`src/rtl/pipe_hazard_ctrl.sv`:
```
// pipe_hazard_ctrl: stall/flush control for load-use, taken-branch, jump and data-memory wait hazards
module pipe_hazard_ctrl #(
  parameter int LOAD_BUBBLES = 1,
  parameter int MEM_TIMEOUT  = 255,
  parameter int CNT_W        = 16
) (
  input  logic             clk,
  input  logic             reset,
  input  logic             IDEXMemRd,
  input  logic [4:0]       IDEXRt,
  input  logic [4:0]       IFIDRs,
  input  logic [4:0]       IFIDRt,
  input  logic             IFIDUseRt,
  input  logic             IDJump,
  input  logic             EXBranchTaken,
  input  logic             EXMEMMemReq,
  input  logic             MemReady,
  output logic             PCWr,
  output logic             IFIDWr,
  output logic             IFIDFlush,
  output logic             IDEXWr,
  output logic             IDEXFlush,
  output logic             EXMEMWr,
  output logic             MEMWBFlush,
  output logic [CNT_W-1:0] stall_cnt,
  output logic             mem_timeout
);
  typedef enum logic [1:0] {RUN, LU_STALL, MEM_WAIT} state_t;
  state_t state_q, state_d, saved_q, saved_d, eff;
  logic [1:0] lu_cnt_q, lu_cnt_d;
  logic [15:0] wait_cnt_q, wait_cnt_d;
  logic [CNT_W-1:0] stall_cnt_q, stall_cnt_d;
  logic mem_timeout_q, mem_timeout_d, rel_q, rel_d;
  logic mem_wait, lu_hz, lu_out, tmo;
  assign eff = (state_q == MEM_WAIT) ? saved_q : state_q;
  // rel_q masks the wait for one cycle so a timeout releases exactly like MemReady
  assign mem_wait = EXMEMMemReq & ~MemReady & ~rel_q;
  assign lu_hz = IDEXMemRd && (IDEXRt != 5'd0) &&
                 ((IDEXRt == IFIDRs) || (IFIDUseRt && (IDEXRt == IFIDRt)));
  assign lu_out = (eff == LU_STALL) || ((eff == RUN) && lu_hz);
  assign tmo = mem_wait && (wait_cnt_q == 16'(MEM_TIMEOUT - 1));
  always_ff @(posedge clk) begin
    if (reset) begin
      state_q       <= RUN;
      saved_q       <= RUN;
      lu_cnt_q      <= '0;
      wait_cnt_q    <= '0;
      stall_cnt_q   <= '0;
      mem_timeout_q <= 1'b0;
      rel_q         <= 1'b0;
    end else begin
      state_q       <= state_d;
      saved_q       <= saved_d;
      lu_cnt_q      <= lu_cnt_d;
      wait_cnt_q    <= wait_cnt_d;
      stall_cnt_q   <= stall_cnt_d;
      mem_timeout_q <= mem_timeout_d;
      rel_q         <= rel_d;
    end
  end
  always_comb begin
    state_d       = RUN;
    saved_d       = saved_q;
    lu_cnt_d      = lu_cnt_q;
    wait_cnt_d    = '0;
    rel_d         = 1'b0;
    mem_timeout_d = mem_timeout_q | tmo;
    stall_cnt_d   = (!PCWr && stall_cnt_q != '1) ? stall_cnt_q + CNT_W'(1) : stall_cnt_q;
    if (mem_wait) begin
      state_d    = MEM_WAIT;
      saved_d    = eff;
      wait_cnt_d = tmo ? '0 : wait_cnt_q + 16'd1;
      rel_d      = tmo;
    end else if (EXBranchTaken) begin
      lu_cnt_d = '0;
    end else if (eff == LU_STALL) begin
      lu_cnt_d = lu_cnt_q - 2'd1;
      state_d  = (lu_cnt_q == 2'd1) ? RUN : LU_STALL;
    end else if (lu_hz && LOAD_BUBBLES > 1) begin
      state_d  = LU_STALL;
      lu_cnt_d = 2'(LOAD_BUBBLES - 1);
    end
  end
  // {PCWr, IFIDWr, IFIDFlush, IDEXWr, IDEXFlush, EXMEMWr, MEMWBFlush}
  always_comb begin
    {PCWr, IFIDWr, IFIDFlush, IDEXWr, IDEXFlush, EXMEMWr, MEMWBFlush} =
      reset         ? 7'b0010101 :
      mem_wait      ? 7'b0000001 :
      EXBranchTaken ? 7'b1111110 :
      lu_out        ? 7'b0001110 :
      IDJump        ? 7'b1110010 : 7'b1101010;
  end
  assign stall_cnt   = stall_cnt_q;
  assign mem_timeout = mem_timeout_q;
endmodule

```
`config.mk`:
```
export PLATFORM = sky130hd
export DESIGN_NAME = pipe_hazard_ctrl
export DESIGN_NICKNAME = d
export VERILOG_FILES = /design/src/rtl/pipe_hazard_ctrl.sv
export SDC_FILE = /design/constraint.sdc
export NUM_CORES = 1
export LEC_CHECK = 0
export ABC_AREA = 1
export BUFFER_PORTS_ARGS = -buffer_cell sky130_fd_sc_hd__buf_4
export CAP_MARGIN = 20
export CORE_MARGIN = 1.5
export CORE_UTILIZATION = 35
export CTS_CLUSTER_DIAMETER = 30
export DETAILED_ROUTE_END_ITERATION = 7
export HOLD_SLACK_MARGIN = 0.08
export REMOVE_ABC_BUFFERS = 1
export SETUP_SLACK_MARGIN = 0.15
export SLEW_MARGIN = 20
export SYNTH_ARGS = -nofsm -noshare
export SYNTH_HDL_FRONTEND = slang
export SYNTH_SLANG_ARGS = --single-unit
```
`constraint.sdc`:
```
create_clock -name clk -period 1.5 [get_ports clk]
set_input_delay 0.3 -clock clk [delete_from_list [all_inputs] [get_ports clk]]
set_output_delay 0.3 -clock clk [all_outputs]
set_load 0.05 [all_outputs]
```
# Yosys cells after proc, flatten, opt, wreduce, memory -nomap -nowiden
# Index checks and enable logic that the tools add are counted.
dict set report totals {
  register_bits 40
  input_bits 23
  out_inout_bits 24
  word_cells 53
}
dict set report classes {
  addsub 3
  eq_ne 7
  n_mux 12
  bitwise 7
  n_reduce_logical 16
}
# cell n
set ops {}
lappend ops {{adder 16 x 1 -> 16 bit, second input constant} 2}
lappend ops {{2-to-1 mux 7 bit} 4}
lappend ops {{== test 16 x 8 -> 1 bit, second input constant} 1}
lappend ops {{inequality test 16 bit, second input constant} 1}
lappend ops {{== test 5 bit} 2}
lappend ops {{2-to-1 mux 2 bit} 4}
lappend ops {{logical AND 1 bit} 6}
lappend ops {{2-to-1 mux 5 bit} 1}
lappend ops {{nonzero test 5 bit} 1}
lappend ops {{== test 2 x 1 -> 1 bit, second input constant} 2}
lappend ops {{inverter 1 bit} 4}
lappend ops {{OR reduction 4 bit} 1}
lappend ops {{2-to-1 mux 1 bit} 3}
lappend ops {{OR reduction 3 bit} 1}
lappend ops {{bitwise AND 1 bit} 2}
lappend ops {{== test 2 bit, second input constant} 1}
lappend ops {{zero test 2 bit} 1}
lappend ops {{logical OR 1 bit} 2}
lappend ops {{AND reduction 2 bit} 1}
lappend ops {{nonzero test 2 bit} 1}
lappend ops {{OR reduction 2 bit} 1}
lappend ops {{subtractor 2 x 1 -> 2 bit, second input constant} 1}
lappend ops {{zero test 1 bit} 1}
lappend ops {{OR 1 bit} 1}

# Longest topological paths before layout
dict set report logic_depth {
  ltp_word 12
  ltp_mapped 14
  depth_no_buf 14
}

# Worst setup path after synthesis
# No wires, ideal clock.
dict set report synth_timing {
  path_type {input port to output port}
  startpoint {input port MemReady}
  endpoint {output port PCWr}
  arrival_time_ps 2128
  required_ps 1200
  setup_slack_ps -928
  stages 8
  path_buffers 2
  cell_sequence {nor3_2 -> inv_2 -> nand2_1 -> inv_2 -> nand2_4 -> buf_2 -> inv_1 -> buf_4}
}
dict set report synth_via {
  elab_chain_cells 5
}
# item line_no
set synth_rtl {}
lappend synth_rtl {{start: declaration} 17} ;# input logic MemReady,
lappend synth_rtl {{inverter 1 bit} 37} ;# assign mem_wait = EXMEMMemReq & ~MemReady & ~rel_q;
lappend synth_rtl {{bitwise AND 1 bit (2 in a row)} 37}
lappend synth_rtl {{2-to-1 mux 7 bit} 88} ;# mem_wait ? 7'b0000001 :
lappend synth_rtl {{2-to-1 mux 7 bit} 87} ;# reset ? 7'b0010101 :
lappend synth_rtl {{end: declaration} 18} ;# output logic PCWr,
# Every way passes these cells.

# Worst setup path after layout
dict set report layout_timing {
  startpoint {register state_q[0]}
  endpoint {output port IFIDWr}
}
dict set report layout_via {
  elab_chain_cells 9
  elab_cells_between_ends 10
  classes_between {2 x eq/ne; 5 x mux; 3 x reduce/logical}
}
# item line_no
set layout_rtl {}
lappend layout_rtl {{start: declaration} 29} ;# state_t state_q, state_d, saved_q, saved_d, eff;
lappend layout_rtl {{start signal: assignment} 52} ;# state_q <= state_d;
lappend layout_rtl {{== test 2 bit} 35} ;# assign eff = (state_q == MEM_WAIT) ? saved_q : state_q;
lappend layout_rtl {{2-to-1 mux 2 bit (*)} 35}
lappend layout_rtl {{zero test 2 bit} 40} ;# assign lu_out = (eff == LU_STALL) || ((eff == RUN) && lu_hz);
lappend layout_rtl {{logical AND 1 bit} 40}
lappend layout_rtl {{logical OR 1 bit (*)} 40}
lappend layout_rtl {{2-to-1 mux 7 bit (*)} 90} ;# lu_out ? 7'b0001110 :
lappend layout_rtl {{2-to-1 mux 7 bit (*)} 89} ;# EXBranchTaken ? 7'b1111110 :
lappend layout_rtl {{2-to-1 mux 7 bit (*)} 88}
lappend layout_rtl {{2-to-1 mux 7 bit (*)} 87}
lappend layout_rtl {{end: declaration} 19} ;# output logic IFIDWr,
# Every way passes the cells marked *; elsewhere a longest branch is shown, timed or not.

==> impl_metrics.env <==
export IMPL_start_util_pct=37.0
export IMPL_synth_main_ff_cell="dfxtp_1"
export IMPL_power_total_mw=2.53
export IMPL_arrival_ns=1.51
export IMPL_drt_iter0_markers=78
export IMPL_combPwrFrac_pct=18.2
export IMPL_p_seq_share_pct=42.9
export IMPL_dr_pass1_iters=5
export IMPL_syn_area_per_cell_um2=6.75
export IMPL_layout_common_cells="102 x buf_4, 63 x nand2_1, 33 x inv_1, 27 x dfxtp_1, 20 x buf_6"
export IMPL_cts_root_buf="clkbuf_8"
export IMPL_synthDistinctLibCells=33
export IMPL_grtUsageTotal_pct=20.4
export IMPL_fin_skew_ns=0.00623
export IMPL_ant_nets=0
export IMPL_setup_ws_ns=-0.311
export IMPL_cts_max_level=2
export IMPL_ioPinCount=47
export IMPL_layout_cells_non_filler=534
export IMPL_grt_pass1_wl_mm=10.8
export IMPL_dp_hpwl_mm=4.22
export IMPL_viasPerCell=4.89
export IMPL_hold_class="in -> reg"
export IMPL_areaGrowthSynthToFinish_pct=78.9
export IMPL_met1_length_mm=2.94
export IMPL_whs_ns=0.202
export IMPL_synth_edf_count=0
export IMPL_syn_inst=330
export IMPL_synthArstFlopShare_pct=0
export IMPL_timing_hold_violations_final=0
export IMPL_crit_fanout=3
export IMPL_synth_sequential_area_ratio_pct=36.0
export IMPL_synth_top_area_share_pct=36.0
export IMPL_ir_worst_vdd_uv=642
export IMPL_final_common_cell="buf_4"
export IMPL_ff2ff_path_depth=12
export IMPL_worst_pin_slew_ns=0.359
export IMPL_portBuffers=46
export IMPL_drive_gt1_share_pct=55.1
export IMPL_drv_cap=0
export IMPL_min_path_cells=2
export IMPL_clockPowerShare_pct=38.9
export IMPL_dpl_cell_count=500
export IMPL_rsz0062_at_grt="yes"
export IMPL_die_w_um=82.8
export IMPL_antenna_found_initial=0
export IMPL_status="finished with violations"
export IMPL_power_density_nw_per_um2=634
export IMPL_start_kind="register"
export IMPL_overflow=0
export IMPL_first_global_vias=2521
export IMPL_nNetsFinal=485
export IMPL_insertion_delay_ns=0.29
export IMPL_hold_buffers=0
export IMPL_cts_buffers=5
export IMPL_p_int_mw=1.87
export IMPL_clk_pin_slew_ns=0.08
export IMPL_netlist_area_um2=2230
export IMPL_met3_length_um=201
export IMPL_power_switching_mw=0.655
export IMPL_drcViolationCount=0
export IMPL_yosys_area_top_type="dfxtp_1"
export IMPL_critical_path_class="reg -> out"
export IMPL_period_needed_ns=1.81
export IMPL_dp_worst_setup_slack_ns=-0.193
export IMPL_diodes=0
export IMPL_fmax_mhz=552
export IMPL_failed_checks="setup timing"
export IMPL_dr_total_vias=2612
export IMPL_final_util_pct=66.1
export IMPL_cts_tree="done"
export IMPL_final_max_slew_viol_count=0
export IMPL_yosys_top_cells_area="dfxtp_1 36%, nand2_1 14%, nand3_1 6.5%"
export IMPL_setup_viol=24
export IMPL_top_layer="met4"
export IMPL_required_ns=1.20
export IMPL_totalWireLength_mm=6.95
export IMPL_core_um2=6030
export IMPL_layout_worst_path_cycle_share_pct=121
export IMPL_slew_headroom_pct=75.8
export IMPL_routedWlPerCell_um=13.0
export IMPL_ys_warnings_count=0
export IMPL_row_count=28
export IMPL_leakage_nw=1.77
export IMPL_grt_max_degree=16
export IMPL_fp_dieArea_um2=6850
export IMPL_ys_ff_latch=40
export IMPL_wl_met2_mm=3.72
export IMPL_cts_max_path_buffers=2
export IMPL_crit_path_end_kind="primary output"
export IMPL_place_congestion=0.847
export IMPL_fill_cells=467
export IMPL_p_sw_share_pct=25.9
export IMPL_cts_sinks=40
export IMPL_die_h_um=82.8
-- timing repair --
item,4_1_cts,5_1_grt
gates cloned,1,1
endpoints found under the hold margin,0,0
endpoints found under the setup margin,39,46
setup buffers,20,4
gates resized for setup,111,45
pin swaps,36,9
-- stage by stage --
step / instance area [um2] / setup TNS [ns]
finish: 3990 / -3.82
global route: 3990 / -6.26
CTS: 3770 / -3.27
detailed placement: 3060 / -3.83
global placement: 3060 / -3.67
floorplan: 2190 / -12.47
-- power groups by stage --
stage          combinational, mW  sequential (mW)  clock, mW
2_1_floorplan              0.148             1.13          0
3_3_place_gp               0.341             1.11          0
3_5_place_dp               0.343             1.11          0
4_1_cts                    0.417             1.08      0.997
5_1_grt                    0.495             1.09       1.04
6_report                   0.459             1.08      0.984
-- path summary, 6_finish.rpt --
path	from	to	slack [ns]
max	state_q[0]$_SDFF_PP0_	IFIDWr	-0.31
min	EXBranchTaken	state_q[0]$_SDFF_PP0_	0.20
max reg2reg	state_q[0]$_SDFF_PP0_	lu_cnt_q[1]$_SDFFE_PP0P_	-0.18
min reg2reg	lu_cnt_q[1]$_SDFFE_PP0P_	lu_cnt_q[1]$_SDFFE_PP0P_	0.47
-- synth_stat cells, drive strengths merged, types with 4 or more instances --
master,n
nor3,17
nor4,5
nand3,30
ha,4
o21ai,8
nand2,84
a21oi,27
inv,47
nor2,31
xor2,13
dfxtp,40
nand4,4
buf,4
-- state kept, by name, summed over array words and instances, names as in the netlist --
| name | flops |
|---|---|
| state_q | 2 |
| mem_timeout | 1 |
| wait_cnt_q | 16 |
| lu_cnt_q | 2 |
| rel_q | 1 |
| stall_cnt | 16 |
| saved_q | 2 |
-- critical path, stage by stage (launching register included) --
cell     delay [ns]
dfxtp_2        0.33
o21ai_2        0.15
nand2_1        0.07
a31oi_1        0.14
nand2_1        0.11
nand2_1        0.08
nand2_2        0.06
nand2_4        0.08
inv_2          0.05
buf_6          0.14
-- cell families (layout without fill, tap and decap cells) --
| logic type | count (synthesis) | count (layout) | share of synthesized area, % |
|---|---|---|---|
| compound gates | 39 | 39 | 9.21 |
| xor+xnor | 16 | 16 | 6.29 |
| fa+ha+maj | 4 | 4 | 2.25 |
| buf+inv | 55 | 183 | 9.89 |
| flops | 40 | 40 | 36.0 |
| simple gates | 176 | 177 | 36.4 |
-- per-layer routing --
layer / vias up / GRT usage, %
met3: 14 / 3.72
li1: 1317 / -
met4: 0 / 5.00
met5: - / 0
met1: 1229 / 23.4
met2: 52 / 38.8
-- final cells by class --
class                      count  area (um2)  area share [%]
clock inverter                 1        30.0           0.754
timing repair buffer         127        1080            27.1
clock buffer                   7        96.3            2.42
multi-input combinational    236        1670            42.0
sequential                    40         822            20.6
inverter                      48         188            4.71
tap                           75        93.8            2.35
Power figures use the tool's default switching activity.
